[src/rtl/mac_unit.sv]
// Sequential signed 8x8 multiply-accumulate: an 8-step radix-2 Booth multiplier
// feeding a 32-bit wrapping accumulator, with a valid/done handshake.
module mac_unit (
  input  logic        clk,
  input  logic        reset,
  input  logic        valid,
  input  logic [7:0]  A,
  input  logic [7:0]  B,
  output logic [31:0] y,
  output logic        done
);

  typedef enum logic [1:0] {
    IDLE = 2'd0,
    MUL  = 2'd1,
    ACC  = 2'd2
  } state_t;

  state_t      state;
  logic [7:0]  mcand;
  logic [8:0]  hi;
  logic [7:0]  lo;
  logic        qm1;
  logic [2:0]  cnt;
  logic [8:0]  sum;
  logic [8:0]  mcand_ext;
  logic [15:0] product;

  // The upper half carries a guard bit so that subtracting -128 cannot overflow.
  assign mcand_ext = {mcand[7], mcand};
  assign product   = {hi[7:0], lo};

  always_comb begin
    sum = hi;
    case ({lo[0], qm1})
      2'b01:   sum = hi + mcand_ext;
      2'b10:   sum = hi - mcand_ext;
      default: sum = hi;
    endcase
  end

  always_ff @(posedge clk or posedge reset) begin
    if (reset) begin
      state <= IDLE;
      mcand <= '0;
      hi    <= '0;
      lo    <= '0;
      qm1   <= 1'b0;
      cnt   <= '0;
      y     <= '0;
      done  <= 1'b0;
    end else begin
      done <= 1'b0;
      case (state)
        IDLE: begin
          if (valid) begin
            mcand <= A;
            hi    <= '0;
            lo    <= B;
            qm1   <= 1'b0;
            cnt   <= '0;
            state <= MUL;
          end
        end
        MUL: begin
          hi  <= {sum[8], sum[8:1]};
          lo  <= {sum[0], lo[7:1]};
          qm1 <= lo[0];
          cnt <= cnt + 3'd1;
          if (cnt == 3'd7) state <= ACC;
        end
        ACC: begin
          y     <= y + {{16{product[15]}}, product};
          done  <= 1'b1;
          state <= IDLE;
        end
        default: state <= IDLE;
      endcase
    end
  end

endmodule

[config.mk]
export PLATFORM = sky130hd
export DESIGN_NAME = mac_unit
export DESIGN_NICKNAME = d
export VERILOG_FILES = /design/src/rtl/mac_unit.sv
export SDC_FILE = /design/constraint.sdc
export NUM_CORES = 1
export LEC_CHECK = 0
export CORE_AREA = 2 2 95 97
export DETAILED_ROUTE_END_ITERATION = 6
export DIE_AREA = 0 0 97 99
export HOLD_SLACK_MARGIN = 0.06
export PLACE_DENSITY = 0.73
export REMOVE_ABC_BUFFERS = 1
export SLEW_MARGIN = 20
export SYNTH_ARGS = -nofsm -noshare
export SYNTH_HDL_FRONTEND = slang
export SYNTH_SLANG_ARGS = --single-unit
[constraint.sdc]
create_clock -name clk -period 6.7 [get_ports clk]
set_clock_uncertainty 0.15 [all_clocks]
set_input_delay 1.34 -clock clk [delete_from_list [all_inputs] [get_ports clk]]
set_output_delay 1.34 -clock clk [all_outputs]
set_load 0.005 [all_outputs]
==> flow_metrics.py <==
metrics = {
    "synthesis": {
        "synth_compound_area_frac": 0.222,
        "yosys.area_share.simple": 0.167,
        "synth-main-ff-cell": "dfrtp_1",
        "synth.distinct_cells": 49,
        "synth_common_cells": "nand2_1 (77), o21ai_0 (65), dfrtp_1 (63)",
        "yosysWarningCount": 0,
        "yosys.area.top_type": "dfrtp_1",
        "synth_top_family_by_area": "compound AO/OA/AOI/OAI gates",
        "synth_area_per_cell_um2": 8.56,
        "synth_edf_count": 0,
        "yosys.cell_count.top_type": "nand2_1",
        "async_flop_share": 1.00,
        "synth_area_leaders": "dfrtp_1 (35%), ha_1 (12%), o21ai_0 (7.1%), nand2_1 (6.3%), a21oi_1 (5.3%)",
        "synth_xor_area_frac": 0.0749,
        "synth_fa_ha_area_frac": 0.127,
        "synth_area_mm2": 0.00456,
        "synth_top_area_share": 0.346,
        "synth.mux.area_fraction": 0.0324,
        "syn_inst": 533,
        "synth.yosys.seq_area_share": 0.346,
        "synth-seq-cells": 63,
    },
    "floorplanning": {
        "rows": 34,
        "die_y_um": 99,
        "core_area_mm2": 0.00855,
        "die-area_mm2": 0.00960,
        "io_pins": 52,
        "die_width_um": 97,
        "initial_core_util": 0.533,
    },
    "cts": {
        "ctsResizeCount": 0,
        "cts_hold_buffers": 0,
        "cts_max_level": 3,
        "numCtsBuffers": 9,
        "cts_setup_buffers": 0,
        "clkSlewWorstSetupHoldPaths_ns": 0.07,
        "ctsLongestPathBuffers": 2,
        "clock_latency_ns": 0.34,
        "cts_tree": "built",
        "clock-root-buffer": "clkbuf_8",
        "clock-sinks": 63,
    },
    "timing": {
        "fin_setup_tns_ns": 0,
        "hold_viol_final": 0,
        "fin_crit_sh": 0.466,
        "fin_ws_ns": 3.58,
        "slew_headroom": 0.319,
        "slew_violations": 0,
        "fin_crit_ns": 3.12,
        "tightest_slew_ns": 1.02,
        "rsz0062_at_grt": "false",
        "setup_viol": 0,
        "hold_ws_ns": 0.313,
        "fmaxAchievable_mhz": 320,
    },
    "global_route": {
        "grt_pass1_wl_um": 17200,
        "grt_max_degree": 64,
        "grt_pass1_vias": 3732,
        "antenna_found_initial": 0,
        "grt_overflow": 0,
        "track_usage": 0.217,
    },
    "flow_run": {
        "cap_violations": 0,
    },
    "status": {
        "outcome": "complete, no violations",
    },
    "critical_path": {
        "crit_slowest_cell": "dfrtp_1",
        "regToRegSetupSlack_ns": 3.58,
        "timing.rr.end": "hi[7]",
        "startpoint_type": "flip-flop",
        "r2r_start": "lo[0]",
        "critPathKind": "flip-flop to flip-flop",
        "critPathArrivalTime_ns": 3.17,
        "path_max_fanout": 9,
        "r2r_cells": 11,
        "required_ns": 6.75,
        "cp-endpoint": "hi[7]",
        "cpMostUsedCell": "o21ai_0",
        "cp-startpoint": "lo[0]",
        "path_cells": "ha_1 -> mux2_2 -> fa_1 -> nor2b_1 -> o21ai_0 -> a21oi_1 -> o21ai_0 -> a21oi_1 -> xnor2_1 -> o21ai_0 -> o31ai_1",
        "worst_path_largest_cell_delay_ns": 0.43,
        "endpoint_kind": "flip-flop",
    },
    "pwr": {
        "power.leakage_nw": 2.45,
        "combPwrFrac": 0.631,
        "seq_power_share": 0.244,
        "p_sw_mw": 1.34,
        "peakVddDrop_mv": 0.305,
        "p_clk_frac": 0.125,
        "p_sw_frac": 0.443,
        "cellPowerDensity_mw_per_mm2": 562,
        "power.internal_mw": 1.68,
    },
    "placement": {
        "place_ws_ns": 3.58,
        "post-dp-hpwl_um": 7230,
        "globalplace.congestion": 0.930,
        "io_buffers": 51,
    },
    "route": {
        "antenna_left": 0,
        "routed_wl_um": 10000,
        "drtIter0Drc": 144,
        "drt_first_pass_iters": 4,
        "drt-vias-per-instance": 5.70,
        "drc": 0,
        "vias": 3930,
        "post_drt_wl_per_cell_um": 14.5,
    },
    "cells_and_area": {
        "fillers": 734,
        "nets": 640,
        "area_delta_synth_final_pct": 17.9,
        "antenna_cells": 0,
        "drive_gt1_frac": 0.0585,
    },
    "worst_hold_path": {
        "hold_class": "flip-flop to flip-flop",
    },
}
-- power groups by stage --
| stage | logic, mW | registers, mW | clock network [mW] |
|---|---|---|---|
| finish | 1.91 | 0.736 | 0.379 |
| global route | 2.15 | 0.764 | 0.405 |
| CTS | 1.90 | 0.739 | 0.388 |
| detailed placement | 1.89 | 0.743 | 0 |
| global placement | 1.82 | 0.739 | 0 |
| floorplan | 1.42 | 0.702 | 0 |
-- kinds of logic (layout without fill, tap and decap cells) --
| logic type | count (synthesis) | count (layout) |
|---|---|---|
| compound gates | 169 | 169 |
| simple gates | 165 | 165 |
| xor+xnor | 39 | 39 |
| mux | 14 | 14 |
| buf+inv | 38 | 86 |
| flops | 63 | 63 |
| fa+ha+maj | 45 | 45 |
-- critical path, delay by kind of cell, from the launching register on --
kind / cells / cell delay, ns
multiplexers: 1 / 0.41
AO/OA/AOI/OAI: 6 / 0.93
flip-flops: 1 / 0.43
XOR/XNOR: 1 / 0.12
AND/OR/NAND/NOR: 1 / 0.16
adder cells (fa/ha/maj): 2 / 0.78
-- how the worst min path moves through the flow --
stage	from	depth (start not counted)	endpoint
finish	y[31]	1	y[31]
global route	y[31]	1	y[31]
CTS	y[31]	1	y[31]
detailed placement	y[31]	1	y[31]
global placement	y[31]	1	y[31]
floorplan	y[31]	1	y[31]
-- layer usage --
layer | vias up | share of wire | GRT usage
met5 | - | 0 | 0
met4 | 0 | 0.018 | 0.0899
met3 | 18 | 0.041 | 0.0404
met2 | 91 | 0.48 | 0.360
met1 | 1825 | 0.47 | 0.280
li1 | 1996 | - | -
-- metrics by stage --
step | area, µm² | total power [mW] | std cells | util
final | 5380 | 3.02 | 689 | 0.629
after global routing | 5380 | 3.32 | 689 | 0.629
after CTS | 5380 | 3.03 | 689 | 0.629
after detailed placement | 5150 | 2.63 | 673 | 0.603
after global placement | 5150 | 2.56 | 673 | 0.603
after floorplan | 4470 | 2.12 | 510 | -
-- cell usage in the layout, fill, tap and decap left out, types with 9 or more instances in the layout --
cell type,count
nand2_1,77
nor2_1,28
inv_1,14
clkbuf_8,11
a21o_1,9
xnor2_1,25
a21oi_1,48
a31oi_1,9
ha_1,43
o21ai_0,65
clkdlybuf4s50_1,51
nand2b_1,9
xor2_1,14
dfrtp_1,63
nor3_1,11
-- cell type report --
type,count,area (µm²),area share
multi-input cells,432,2850,0.529
repair buffers,55,541,0.100
well taps,108,135,0.0251
clock buffers,13,159,0.0295
clock inverters,3,65.1,0.0121
flip-flops and latches,63,1580,0.293
inverters,15,56.3,0.0105
-- flip-flops by register name (all words and copies together) (netlist names) --
signal / cells
cnt: 3
done: 1
hi: 8
lo: 8
mcand: 8
qm1: 1
state: 2
y: 32
Power figures use the tool's default switching activity.
